<file path="src/rtl/pipe_skid.sv">
// Elastic pipeline stage with a two-entry (main + skid) buffer and valid/ready on both sides.
// Optional backpressure counter on stall_cnt_o is built when PIPE_SKID_STALL_CNT_EN is defined.
module pipe_skid #(
  parameter int unsigned     DW      = 32,
  parameter logic [DW-1:0]   RST_VAL = DW'(32'h0000_0013)
) (
  input  logic          clk,
  input  logic          rst,
  input  logic          flush_i,
  input  logic          in_valid_i,
  input  logic [DW-1:0] in_data_i,
  output logic          in_ready_o,
  output logic          out_valid_o,
  output logic [DW-1:0] out_data_o,
  input  logic          out_ready_i
`ifdef PIPE_SKID_STALL_CNT_EN
  ,
  output logic [15:0]   stall_cnt_o
`endif
);

  typedef enum logic [1:0] {
    ST_EMPTY = 2'd0,
    ST_BUSY  = 2'd1,
    ST_FULL  = 2'd2
  } state_t;

  state_t        r_state;
  logic [DW-1:0] r_main;
  logic [DW-1:0] r_skid;
  logic          r_skid_valid;
  logic          r_out_valid;
  logic          r_in_ready;

  logic          w_in_fire;
  logic          w_out_fire;

  assign w_in_fire  = in_valid_i & r_in_ready;
  assign w_out_fire = r_out_valid & out_ready_i;

  // Handshake outputs come straight from flops; out_ready_i never reaches in_ready_o.
  assign in_ready_o  = r_in_ready;
  assign out_valid_o = r_out_valid;
  assign out_data_o  = r_main;

  always_ff @(posedge clk) begin
    if (!rst || flush_i) begin
      r_state      <= ST_EMPTY;
      r_main       <= RST_VAL;
      r_skid       <= '0;
      r_skid_valid <= 1'b0;
      r_out_valid  <= 1'b0;
      r_in_ready   <= 1'b1;
    end else begin
      case (r_state)
        ST_EMPTY: begin
          if (w_in_fire) begin
            r_state     <= ST_BUSY;
            r_main      <= in_data_i;
            r_out_valid <= 1'b1;
          end
        end
        ST_BUSY: begin
          if (w_in_fire && w_out_fire) begin
            r_main <= in_data_i;
          end else if (w_in_fire) begin
            r_state      <= ST_FULL;
            r_skid       <= in_data_i;
            r_skid_valid <= 1'b1;
            r_in_ready   <= 1'b0;
          end else if (w_out_fire) begin
            // Going empty: park the NOP on the output so a bubble carries no stale word.
            r_state     <= ST_EMPTY;
            r_main      <= RST_VAL;
            r_out_valid <= 1'b0;
          end
        end
        ST_FULL: begin
          if (w_out_fire) begin
            r_state      <= ST_BUSY;
            r_main       <= r_skid;
            r_skid_valid <= 1'b0;
            r_in_ready   <= 1'b1;
          end
        end
        default: begin
          r_state      <= ST_EMPTY;
          r_main       <= RST_VAL;
          r_skid_valid <= 1'b0;
          r_out_valid  <= 1'b0;
          r_in_ready   <= 1'b1;
        end
      endcase
    end
  end

`ifdef PIPE_SKID_STALL_CNT_EN
  logic [15:0] r_stall_cnt;

  // Survives flush on purpose; only reset clears it.
  always_ff @(posedge clk) begin
    if (!rst) begin
      r_stall_cnt <= 16'h0000;
    end else if (r_out_valid && !out_ready_i && (r_stall_cnt != 16'hFFFF)) begin
      r_stall_cnt <= r_stall_cnt + 16'h0001;
    end
  end

  assign stall_cnt_o = r_stall_cnt;
`endif

endmodule

</file>
<file path="config.mk">
export PLATFORM = sky130hd
export DESIGN_NAME = pipe_skid
export DESIGN_NICKNAME = d
export VERILOG_FILES = /design/src/rtl/pipe_skid.sv
export SDC_FILE = /design/constraint.sdc
export NUM_CORES = 1
export LEC_CHECK = 0
export ABC_AREA = 0
export BUFFER_PORTS_ARGS = -buffer_cell sky130_fd_sc_hd__buf_2
export CORE_MARGIN = 2
export CORE_UTILIZATION = 53
export DETAILED_ROUTE_END_ITERATION = 16
export PLACE_DENSITY = 0.79
export SLEW_MARGIN = 20
export SYNTH_ARGS = -nofsm -noshare
export SYNTH_HDL_FRONTEND = slang
export SYNTH_SLANG_ARGS = --single-unit
</file>
<file path="constraint.sdc">
create_clock -name clk -period 1.8 [get_ports clk]
set_input_delay 0 -clock clk [delete_from_list [all_inputs] [get_ports clk]]
set_output_delay 0 -clock clk [all_outputs]
set_load 0.01 [all_outputs]
</file>
Yosys cells after proc, flatten, opt, wreduce, memory -nomap -nowiden
Cells that the tools add are included.
{"block": "word_totals", "ff_bits": 68, "latchBits": 0, "mem_bits_rw": 0, "romBits": 0, "out_inout_bits": 34, "memories": 0}
{"block": "classes", "addsub": 0, "multipliers": 0, "n_div": 0, "order_cmp": 0, "n_eq_ne": 11, "shift": 0, "n_mux": 21, "bitwise_logic": 5, "reduce_logical": 9}
{"cell": "two-way mux 32 bit", "count": 5}
{"cell": "one-hot mux 32 bit (3 select lines)", "count": 1}
{"cell": "!= test 2 bit (second input constant)", "count": 6}
{"cell": "AND reduction 4 bit", "count": 3}
{"cell": "two-way mux 2 bit", "count": 5}
{"cell": "!= test 3 bit (second input constant)", "count": 3}
{"cell": "two-way mux 1 bit", "count": 7}
{"cell": "one-hot mux 1 bit (3 select lines)", "count": 2}
{"cell": "one-hot mux 2 bit (3 select lines)", "count": 1}
{"cell": "AND reduction 5 bit", "count": 1}
{"cell": "inverter 1 bit", "count": 3}
{"cell": "AND reduction 3 bit", "count": 1}
{"cell": "bitwise AND 1 bit", "count": 2}
{"cell": "equality test 2 x 1 -> 1 bit (second input constant)", "count": 1}
{"cell": "equality test 2 bit (second input constant)", "count": 1}
{"cell": "logical NOT 2 bit", "count": 1}
{"cell": "logical AND 1 bit", "count": 1}
{"cell": "logical NOT 1 bit", "count": 1}
{"cell": "logical OR 1 bit", "count": 1}

Longest topological paths before layout
{"block": "logic_depth", "depth_word": 5, "depth_mapped": 6}

Worst setup path after synthesis
No wires, ideal clock.
{"block": "synth_timing", "path_type": "reg-to-reg", "from": "reg r_out_valid (netlist: out_valid_o)", "to": "reg r_main[10] (netlist: out_data_o[10])", "setup_ns": 0.134, "arrival_ns": 1.197, "required_time_ns": 1.666, "path_slack_ns": 0.469, "stages_incl_launch_ff": 7, "path_buffers": 3, "period_less_slack_ns": 1.331, "cell_sequence": "dfxtp_1 -> buf_4 -> and4b_2 -> buf_4 -> buf_6 -> a32oi_1 -> o22ai_1"}
{"block": "synth_between", "elab_chain_cells": 4, "word_cells_on_any_way": 8, "cone_classes": "eq/ne (3); mux (2); bitwise (1); reduce/logical (2)"}
{"item": "from (decl)", "line_no": "32", "text": "logic r_out_valid;"}
{"item": "from (signal assigned)", "line_no": "52", "text": "r_out_valid <= 1'b0;"}
{"item": "from (signal assigned)", "line_no": "60", "text": "r_out_valid <= 1'b1;"}
{"item": "from (signal assigned)", "line_no": "75", "text": "r_out_valid <= 1'b0;"}
{"item": "bitwise AND 1 bit (*)", "line_no": "39", "text": "assign w_out_fire = r_out_valid & out_ready_i;"}
{"item": "logical AND 1 bit", "line_no": "64", "text": "if (w_in_fire && w_out_fire) begin"}
{"item": "!= test 3 bit (no line) / two-way mux 32 bit (equally long branches)"}
{"item": "AND reduction 4 bit (no line) / one-hot mux 32 bit (3 select lines) (equally long branches)"}
{"item": "to (signal assigned)", "line_no": "59", "text": "r_main <= in_data_i;"}
{"item": "to (signal assigned)", "line_no": "65", "text": "r_main <= in_data_i;"}
{"item": "to (signal assigned)", "line_no": "81", "text": "r_main <= r_skid;"}
{"item": "to (decl)", "line_no": "29", "text": "logic [DW-1:0] r_main;"}
Every way passes the cells marked *; elsewhere a longest branch is shown, timed or not.
A chain may end at the register's enable or synchronous reset.

Worst setup path in the final report
{"block": "layout_timing", "from": "reg r_state[0]", "to": "reg r_main[8] (netlist: out_data_o[8])"}
{"block": "layout_between", "elab_chain_cells": 3, "word_cells_on_any_way": 9, "cone_classes": "eq/ne (6); mux (1); reduce/logical (2)"}
{"item": "from (decl)", "line_no": "28", "text": "state_t r_state;"}
{"item": "from (signal assigned)", "line_no": "48", "text": "r_state <= ST_EMPTY;"}
{"item": "from (signal assigned)", "line_no": "58", "text": "r_state <= ST_BUSY;"}
{"item": "from (signal assigned)", "line_no": "67", "text": "r_state <= ST_FULL;"}
{"item": "equality test 2 x 1 -> 1 bit, or another cell as far along", "line_no": "55", "text": "case (r_state)"}
{"item": "!= test 3 bit (no line) / != test 2 bit (equally long branches)"}
{"item": "AND reduction 4 bit (no line)"}
Several ways; a longest one is shown, not always the timed one.

==> out/metrics.yaml <==
placement:
  place_congestion: 0.902
  hpwl_um: 4490
  io_buffers: 70
  postPlaceCellArea_um2: 3260
logic_synthesis:
  synth_ff_type: "dfxtp_1"
  synth_enable_flop_cells: 0
  syn_nets: 373
  ys_ff_latch: 68
  synth_area_per_cell_um2: 8.75
  syn-cell-area_um2: 2940
  synthesis.instances: 336
  synth-async-reset-ratio_pct: 0
  ys_warn_count: 0
  ys_types: 35
  seq_area_frac_synth_pct: 46.3
clocking:
  clkSlewWorstSetupHoldPaths_ns: 0.07
  htreeDepth: 3
  cts_buffers: 9
  cts_hold_buf: 32
  cts_resized: 0
  cts_tree: "built"
  cts_root_buffer: "clkbuf_8"
  post_cts_buffers: 0
  clk_path_buf_depth: 2
  cts.sinks: 68
  clkLatencyLatePin_ns: 0.35
route:
  antenna_left: 0
  wl_um: 7770
  dr.pass1.iters: 4
  via_per_inst: 6.01
  drtIter0Drc: 266
  wl_per_cell_um: 15.7
  vias: 2981
  drc: 0
global_routing:
  grt_max_degree: 62
  grt_first_pass_wirelength_um: 12800
  grt_pass1_vias: 2678
  grt_antenna_before_repair: 0
  grt_usage_pct: 26.0
  overflow: 0
status:
  outcome: "complete, no violations"
finish:
  antenna_cells: 0
  layout.nets: 456
  fin_area_um2: 3830
  areaGrowthSynthToFinish_pct: 30.4
  utilization_pct: 70.4
  drive_above_1_share_pct: 25.0
pwr:
  peakVddDrop_uv: 747
  power_density_nw_per_um2: 929
  p_leak_nw: 1.46
worst_setup_path:
  path_class: "reg -> reg"
  crit_path_start_kind: "register"
  crit_fanout: 29
  worst-endpoint-arrival_ns: 1.95
  required_ns: 2.06
  end_kind: "register"
sta:
  slew_headroom_pct: 59.5
  timing.final.crit_share_pct: 93.9
  worstMarginPinSlew_ns: 0.608
  fin_crit_ns: 1.69
  skew_ns: 0.00510
  final_hold_viol_count: 0
  fmax_ghz: 0.592
  rsz0062_at_grt: "false"
  setup-tns-final_ns: 0
  report.final.slew_viol_count: 0
  finalSetupViolCount: 0
die:
  initial_utilization_pct: 54.0
  fp.dieW_um: 78.5
  std_cell_rows: 27
  die-area_um2: 6160
  ioPinCount: 71
  die_height_um: 78.5
  coreArea_um2: 5440
hold_path:
  min_path_type: "in -> reg"
flow_run:
  max_cap_violations: 0
-- metal layers --
metal  share of wire, %  vias up  global-route usage, %
met5                  0        -                      0
met4                1.4        0                   8.60
met3                6.7       15                   7.24
met2                 49      129                   41.7
met1                 43     1409                   33.9
li1                   -     1428                      -
-- through the flow --
step / worst slack [ns] / cells / total power [W] / hold WS (ns)
after CTS: 0.144 / 496 / 0.00358 / 0.0414
after floorplan: 0.469 / 336 / 0.00185 / 0.118
after global placement: 0.246 / 448 / 0.00198 / 0.242
final: 0.110 / 496 / 0.00356 / 0.0484
after global routing: 0.0649 / 496 / 0.00369 / 0.0873
after detailed placement: 0.207 / 448 / 0.00198 / 0.260
-- critical path, stage by stage (launching register included) --
cell and delay [ns]:
dfxtp_1 0.45, and4b_2 0.76, a32oi_1 0.15, o22ai_1 0.23
-- sequential cells by signal, indices dropped and copies added, names as in the netlist --
| signal | cells |
|---|---|
| r_skid | 32 |
| in_ready_o | 1 |
| out_data_o | 32 |
| r_state | 2 |
| out_valid_o | 1 |
-- Yosys cell counts (2+ instances only) --
library cell  instances  area share [%]
a21o_1                2            0.51
a32oi_1              29             8.6
a21oi_1              34             5.8
inv_1                 4            0.51
o21ai_0              26             4.4
a221oi_1              3            0.89
buf_4                 4             1.0
o2111ai_1             3            0.89
dfxtp_1              68              46
nand2_1              35             4.5
o22ai_1              29             6.2
clkbuf_1             16             2.0
buf_2                12             2.0
o21ai_1              11             1.9
buf_6                 8             3.1
nand3_1              32             5.4
nor2_1                2            0.26
-- layout make-up --
class,count,area [um2]
Tap cell,72,90.1
Sequential cell,68,1360
Clock inverter,6,111
Clock buffer,10,138
Inverter,4,15.0
Multi-Input combinational cell,223,1330
Timing Repair Buffer,113,791
Fill cell,432,1610
-- report_power, final --
part | total (W) | internal [W] | switching (W)
combinational | 0.000440 | 0.000195 | 0.000244
sequential | 0.00157 | 0.00154 | 0.0000269
clock | 0.00155 | 0.000958 | 0.000595
total | 0.00356 | 0.00269 | 0.000866
-- cell usage in the layout, fill, tap and decap left out, drive strengths merged, types with 2 or more instances in the layout --
cell type	instances
a21o	2
a21oi	34
a221oi	3
a32oi	29
and3	2
buf	81
bufinv	3
clkbuf	10
clkinv	2
dfxtp	68
dlygate4sd3	32
inv	4
nand2	35
nand3	32
nor2	2
o2111ai	3
o21ai	37
o22ai	29
-- logic make-up (layout without fill, tap and decap cells) --
logic type / after synthesis / count (layout) / synth area share (%)
xor+xnor: 2 / 2 / 0.596
mux: 1 / 1 / 0.341
compound gates: 142 / 142 / 31.2
simple gates: 78 / 78 / 12.7
buf+inv: 45 / 133 / 8.81
flops: 68 / 68 / 46.3
-- path summary, 6_finish.rpt --
path / startpoint / to / slack (ns) / cells after the start
worst max-delay path: r_state[0]$_SDFFE_PP0P_ / out_data_o[8]$_SDFFE_PP0P_ / 0.11 / 3
worst min-delay path: in_valid_i / in_ready_o$_SDFFE_PP1P_ / 0.05 / 3
worst min register to register: out_data_o[19]$_SDFFE_PP0P_ / out_data_o[19]$_SDFFE_PP0P_ / 0.47 / 2
worst max register to register: r_state[0]$_SDFFE_PP0P_ / out_data_o[8]$_SDFFE_PP0P_ / 0.11 / 3
(Power assumes the default switching activity.)
